**src/rtl/fetch_pkg.sv**
```systemverilog
// fetch_pkg
// Shared types and constants for the fetch stage: FSM state encoding,
// the HALT opcode and the program's branch-target table.
// BRANCH_LUT mirrors the assembler's label map; regenerate both together.

package fetch_pkg;

    localparam int LUT_W = 12;

    typedef enum logic [1:0] {
        IDLE   = 2'd0,
        RUN    = 2'd1,
        HALTED = 2'd2
    } state_t;

    localparam logic [8:0] HALT_OPCODE = 9'h1FF;

    localparam logic [LUT_W-1:0] BRANCH_LUT [0:15] = '{
        12'd50,   12'd2,    12'd4095, 12'd100,
        12'd6,    12'd20,   12'd300,  12'd1024,
        12'd2048, 12'd7,    12'd4000, 12'd333,
        12'd15,   12'd1,    12'd777,  12'd3000
    };

endpackage

```
**src/rtl/branch_lut.sv**
```systemverilog
// branch_lut
// Combinational index-to-target lookup over fetch_pkg::BRANCH_LUT.
// Kept separate so the table can be swapped per program.
// Ports:
//   idx    in  IDX_W  LUT entry selector
//   target out LUT_W  branch target address

module branch_lut
    import fetch_pkg::*;
#(
    parameter int IDX_W = 4
) (
    input  logic [IDX_W-1:0] idx,
    output logic [LUT_W-1:0] target
);

    assign target = BRANCH_LUT[idx];

endmodule

```
**src/rtl/fetch_unit.sv**
```systemverilog
// fetch_unit
// Owns the program counter and fetch sequencing ahead of instruction memory.
// Applies branch / relative-jump / stall requests and detects HALT.
// Ports:
//   clk            in   clock, rising edge
//   reset          in   asynchronous active-low reset
//   start          in   begin execution from address 0 (IDLE/HALTED only)
//   stall          in   hold PC and cycle counter
//   instruction    in   9-bit word fetched at current_pc
//   branch_taken   in   load PC from branch LUT (wins over rel_jump_en)
//   branch_lut_idx in   LUT entry for the branch target
//   rel_jump_en    in   add sign-extended rel_offset to PC
//   rel_offset     in   8-bit two's-complement offset
//   current_pc     out  fetch address, upper bits zero
//   running        out  high in RUN
//   done           out  high from HALT until next accepted start
//   cycle_count    out  non-stalled RUN cycles since last start (saturating)
//
// state  | meaning
// IDLE   | out of reset, waiting for start
// RUN    | fetching, PC advances every non-stalled cycle
// HALTED | HALT seen, PC parked on the HALT address, done high

module fetch_unit
    import fetch_pkg::*;
#(
    parameter int IMEM_AW   = 12,
    parameter int LUT_IDX_W = 4
) (
    input  logic                 clk,
    input  logic                 reset,
    input  logic                 start,
    input  logic                 stall,
    input  logic [8:0]           instruction,
    input  logic                 branch_taken,
    input  logic [LUT_IDX_W-1:0] branch_lut_idx,
    input  logic                 rel_jump_en,
    input  logic [7:0]           rel_offset,
    output logic [31:0]          current_pc,
    output logic                 running,
    output logic                 done,
    output logic [31:0]          cycle_count
);

    state_t             state;
    logic [IMEM_AW-1:0] pc;
    logic [IMEM_AW-1:0] pc_next;
    logic [LUT_W-1:0]   lut_target;

    branch_lut #(.IDX_W(LUT_IDX_W)) u_branch_lut (
        .idx    (branch_lut_idx),
        .target (lut_target)
    );

    // Truncating adds give the modulo-2^IMEM_AW wrap for free.
    always_comb begin
        pc_next = pc + 1'b1;
        if (branch_taken) begin
            pc_next = IMEM_AW'(lut_target);
        end else if (rel_jump_en) begin
            pc_next = pc + {{(IMEM_AW-8){rel_offset[7]}}, rel_offset};
        end
    end

    always_ff @(posedge clk or negedge reset) begin
        if (!reset) begin
            state       <= IDLE;
            pc          <= '0;
            done        <= 1'b0;
            cycle_count <= '0;
        end else begin
            case (state)
                IDLE, HALTED: begin
                    if (start) begin
                        state       <= RUN;
                        pc          <= '0;
                        done        <= 1'b0;
                        cycle_count <= '0;
                    end
                end
                RUN: begin
                    if (!stall) begin
                        if (cycle_count != 32'hFFFF_FFFF) begin
                            cycle_count <= cycle_count + 32'd1;
                        end
                        // HALT parks the PC on the HALT word's own address.
                        if (instruction == HALT_OPCODE) begin
                            state <= HALTED;
                            done  <= 1'b1;
                        end else begin
                            pc <= pc_next;
                        end
                    end
                end
                default: state <= IDLE;
            endcase
        end
    end

    assign current_pc = {{(32-IMEM_AW){1'b0}}, pc};
    assign running    = (state == RUN);

endmodule

```
**config.mk**
```make
export PLATFORM = sky130hd
export DESIGN_NAME = fetch_unit
export DESIGN_NICKNAME = d
export VERILOG_FILES = /design/src/rtl/fetch_pkg.sv /design/src/rtl/branch_lut.sv /design/src/rtl/fetch_unit.sv
export SDC_FILE = /design/constraint.sdc
export NUM_CORES = 1
export LEC_CHECK = 0
export BUFFER_PORTS_ARGS = -buffer_cell sky130_fd_sc_hd__buf_4
export CAP_MARGIN = 20
export CORE_MARGIN = 2
export CORE_UTILIZATION = 40
export DETAILED_ROUTE_END_ITERATION = 10
export PLACE_DENSITY = 0.61
export SETUP_SLACK_MARGIN = 0.02
export SLEW_MARGIN = 25
export SYNTH_ARGS = -nofsm -noshare
export SYNTH_HDL_FRONTEND = slang
export SYNTH_SLANG_ARGS = --single-unit
```
**constraint.sdc**
```tcl
create_clock -name clk -period 2.35 [get_ports clk]
set_input_delay 0 -clock clk [delete_from_list [all_inputs] [get_ports clk]]
set_output_delay 0 -clock clk [all_outputs]
set_load 0.005 [all_outputs]
```
After elaboration in Yosys (flattened, before gate mapping)

Memories as Yosys holds them, arrays and structs flattened.
Cells that the tools add are included.

Register bits: 47
Bits in read-only memories: 192
Bits of input ports: 27
Output and inout bits: 66
Logic and storage cells: 46
Memories: 1

Memories:

| name             | words | width | read ports | clocked after memory_dff | wr ports | line             | RTL |
|---|---|---|---|---|---|---|---|
| (name not given) | 16    | 12    | 1          | 0                        | 0        | branch_lut.sv:17 | `assign target = BRANCH_LUT[idx];` |

$add $sub $neg: 3
Magnitude comparators: 1
Eq/ne operators: 9
Mux-type cells: 20
Bitwise operators: 1
Reductions and logical operators: 7

Operators with widths:

| kind                  | count |
|---|---|
| $mux 32               | 3 |
| $mux 12               | 7 |
| $pmux 32 s2           | 1 |
| $add 32x1->32 const B | 1 |
| $ne 32x32->1 const B  | 1 |
| $pmux 12 s2           | 1 |
| $add 12x1->12 const B | 1 |
| $add 12x12->12        | 1 |
| $reduce_and 4->1      | 3 |
| $eq 9x9->1 const B    | 1 |
| $mux 2                | 3 |
| $ne 2x2->1 const B    | 3 |
| $ge 5x5->1 const B    | 1 |
| $not 4->5             | 1 |
| $ne 2x1->1 const B    | 2 |
| $pmux 2 s2            | 1 |
| $mux 1                | 3 |
| $reduce_and 3->1      | 1 |
| $eq 2x1->1 const B    | 1 |
| $eq 2x2->1 const B    | 1 |
| $logic_not 2->1       | 1 |
| $pmux 1 s2            | 1 |
| $reduce_bool 2->1     | 1 |
| $reduce_or 2->1       | 1 |

Depth between registers and ports, before layout

Depth in word-level cells: 8
Gate-level depth with buffers: 9

By module

From an unflattened synthesis, not the netlist that was laid out.

Cells, all modules: 395
Area total of the unflattened synthesis: 3362.0 um2

Modules (own cells, without submodules):

| module     | times used | cells an instance | area each (um2) | sequential area each (um2) |
|---|---|---|---|---|
| fetch_unit | 1          | 356               | 3115.5          | 1176.1 |
| branch_lut | 1          | 39                | 246.5           | 0.0 |

Least setup slack after synthesis

Ideal clock, no wire load.

Path type: register to register
Start: reg pc[4]
End: reg pc[11]
Setup time: 124 ps
Arrival time: 2010 ps
Required time: 2226 ps
Setup slack: 216 ps
Stages on the path, launching flop included: 8
Path buffers: 0
Period minus slack after synthesis: 2134 ps
Path through: dfrtp_1 > ha_1 > o211ai_1 > o211ai_1 > nand2_1 > or3_1 > and3_1 > a211o_1

Word-level cells in the longest chain between the ends: 6

Ends and longest elaborated chain:

| element                                                | line                               | RTL |
|---|---|---|
| start: declaration                                     | fetch_unit.sv:46                   | `logic [IMEM_AW-1:0] pc;` |
| start signal: assignment                               | fetch_unit.sv:91                   | `pc <= pc_next;` |
| $add 12x1->12 / $add 12x12->12 (equally long branches) | fetch_unit.sv:57, fetch_unit.sv:61 |  |
| $mux 12 (*)                                            | fetch_unit.sv:60                   | `end else if (rel_jump_en) begin` |
| $mux 12 (*)                                            | fetch_unit.sv:58                   | `if (branch_taken) begin` |
| $mux 12 (*)                                            | fetch_unit.sv:87                   | `if (instruction == HALT_OPCODE) begin` |
| $mux 12 (*)                                            | fetch_unit.sv:82                   | `if (!stall) begin` |
| $pmux 12 s2 (*)                                        | fetch_unit.sv:72                   | `case (state)` |

Mark *: on every way between the ends. The rest lies on a longest branch, timed or not. The select of a mux whose other input is x is not followed.
A chain may end at the register's enable or synchronous reset.

Worst setup path after layout

Start: reg pc[1]
End: reg pc[11]

Same word-level chain as after synthesis.

==> flow_metrics.py <==
metrics = {
    "global_route": {
        "globalRouteMet2Util": 0.331,
        "grt_pass1_vias": 3188,
        "grt_max_degree": 48,
        "grt_usage": 0.192,
        "grt-ovfl-total": 0,
        "grt_pass1_wl_um": 15200,
        "antenna_found_initial": 0,
        "busiest_layer": "met2",
        "grtUsageMet3": 0.0317,
        "grtUsageMet1": 0.247,
    },
    "clock_tree": {
        "cts.sinks": 47,
        "clockBufferDepth": 2,
        "clkTransAtPathRegs_ns": 0.09,
        "cts_tree": "yes",
        "numCtsBuffers": 5,
        "root_buffer": "clkbuf_8",
        "cts-htree-levels": 2,
        "clk_latency_ns": 0.30,
    },
    "power_and_ir_drop": {
        "power.switching_mw": 0.864,
        "pwr-share-comb": 0.362,
        "p_int_mw": 1.63,
        "pwr-share-clk": 0.220,
        "p_leak_nw": 2.01,
        "p_sw_frac": 0.347,
        "power_density_mw_per_mm2": 578,
        "ir_worst_vdd_uv": 240,
        "total_power_mw": 2.49,
        "seq_power_share": 0.418,
    },
    "timing": {
        "period_needed_ns": 2.26,
        "timing.setup.tns_ns": 0,
        "setup_viol_count_final": 0,
        "worstMarginPinSlew_ns": 0.638,
        "fmax_mhz": 442,
        "grt_setup_unrepaired": "false",
        "fin_crit_sh": 0.964,
        "slew_headroom": 0.571,
        "hold_violations": 0,
        "fin_skew_ns": 0.00923,
        "maxSlewViolCount": 0,
    },
    "drt": {
        "first_iter_violations": 113,
        "wl_per_cell_um": 15.1,
        "drc_errors": 0,
        "vias_per_cell": 5.38,
        "firstDrtPassIters": 4,
        "drt.antenna.violating_nets": 0,
        "wl_um": 9170,
        "vias": 3278,
    },
    "floorplan": {
        "die_width_um": 97.5,
        "top_level_ports": 93,
        "die_h_um": 97.5,
        "initial_utilization": 0.407,
        "dieArea_mm2": 0.00950,
        "rows": 34,
        "core-area_mm2": 0.00859,
    },
    "worst_hold_path": {
        "hold_class": "in -> reg",
    },
    "yosys": {
        "synth_area_leaders": "dfrtp_1 34%, nor2_1 4.9%, xnor2_1 4.8%",
        "netlist_instances": 417,
        "synth_top_area_frac": 0.337,
        "async_flop_share": 1.00,
        "syn_area_mm2": 0.00349,
        "post-synth-top-area-cell": "dfrtp_1",
        "synth-edff-count": 0,
        "synth_most_common_cell": "dfrtp_1",
        "synth_area_per_cell_um2": 8.38,
        "yosys-top-cells-count": "47 x dfrtp_1, 46 x nor2_1, 40 x nand2_1, 26 x o21ai_0, 21 x buf_4",
        "synthFlopType": "dfrtp_1",
        "ys_seq_area_frac": 0.337,
        "ys_ff_latch": 47,
        "synth.distinct_cells": 64,
        "yosys_warnings": 0,
    },
    "critical_path": {
        "cp_slowest_stage_delay_ns": 0.45,
        "arrival_ns": 2.45,
        "path_cells": "ha_1 > a211oi_2 > o211ai_1 > nand2_1 > or3_4 > and3_1 > a211o_1",
        "cp_max_fo": 4,
        "crit_type": "reg -> reg",
        "crit_required_ns": 2.53,
        "critPathSlowestCell": "dfrtp_2",
        "setup.worst_path.end_class": "register",
        "setup.worst_path.start_class": "register",
    },
    "layout": {
        "layout-drive-gt1-share": 0.263,
        "fin_nets": 538,
        "syn_to_final_growth_pct": 23.4,
        "n_antenna_cell": 0,
        "final_util": 0.502,
    },
    "place": {
        "hpwl_um": 6710,
        "place.gp.congestion": 0.909,
        "portBuffers": 72,
    },
    "flow_run": {
        "max-cap-violations": 0,
    },
    "run_status": {
        "status": "finished clean",
    },
}
power by group through the flow:
stage,Sequential (mW),Combinational (mW),Clock (mW)
finish,1.04,0.902,0.548
global route,1.06,1.01,0.595
CTS,1.04,0.877,0.567
detailed placement,1.05,0.865,0
global placement,1.05,0.858,0
floorplan,1.03,0.525,0
state kept, by name (all words and copies together), names as in the netlist:
| name | flops |
|---|---|
| cycle_count | 32 |
| pc | 12 |
| state | 2 |
| done | 1 |
final timing paths:
| check | slack, ns | startpoint | end | cells past startpoint |
|---|---|---|---|---|
| worst min-delay path | 0.02 | stall | state[0] | 3 |
| worst max-delay path | 0.09 | pc[1] | pc[11] | 7 |
| worst max register to register | 0.09 | pc[1] | pc[11] | 7 |
| max in group asynchronous | 1.65 | reset | pc[1] | 2 |
| min in group asynchronous | 0.26 | reset | cycle_count[17] | 2 |
| worst min register to register | 0.51 | done | done | 2 |
layout by cell type, fill, tap and decap left out, drive strengths merged, types with 8 or more instances in the layout:
cell    count
buf        92
nand4       8
conb       20
dfrtp      47
inv        12
xor2       15
a21oi      19
clkbuf      8
xnor2      19
nand3      17
nor3       16
ha         10
nand2      41
o21ai      37
nor2       47
cell families (layout without fill, tap and decap cells):
logic type | Yosys count | count (layout) | share of synthesized area
DFF | 47 | 47 | 0.337
xor gates and xnor gates | 34 | 34 | 0.0852
adders and majority gates | 11 | 11 | 0.0415
and+or+nand+nor | 179 | 179 | 0.274
AOI/OAI and AO/OA | 95 | 95 | 0.176
buffers and inverters | 48 | 113 | 0.0795
other | 1 | 20 | 0.00107
muxes | 2 | 2 | 0.00609
metrics by stage:
step	instances	setup slack, ns	instance area [um^2]	hold WS, ns
after floorplan	436	0.216	3560	-0.296
after global placement	598	0.0777	4150	0.0685
after detailed placement	598	0.0375	4150	0.0716
after CTS	608	0.0273	4270	0.0154
after global routing	609	0.0127	4310	0.0225
final	609	0.0857	4310	0.0171
layout make-up:
| class | count | area, um^2 |
|---|---|---|
| sequential | 47 | 1180 |
| timing repair buffer | 93 | 701 |
| fill | 860 | 4280 |
| multi-input combinational | 341 | 2150 |
| tap | 108 | 135 |
| inverter | 12 | 45.0 |
| clock buffer | 8 | 100 |
routing by layer:
metal  share of wire  vias to the layer above
met4           0.020                        0
met1            0.44                     1555
met5               0                        -
li1                -                     1604
met3           0.054                       16
met2            0.49                      103
worst max-delay path, delay by kind of cell (launching register included):
kind	cells	cell delay, ns
compound gates	3	0.63
fa+ha+maj	1	0.32
simple gates	3	0.75
flops	1	0.45
what timing repair did:
action / in CTS / in global routing
hold buffers: 1 / 0
gates resized for setup: 1 / 8
endpoints found under the setup margin: 2 / 5
buffers inserted: 1 / 1
endpoints found under the hold margin: 47 / 0
pin swaps: 2 / 5
Note: power is estimated with default switching activity, not from simulation.
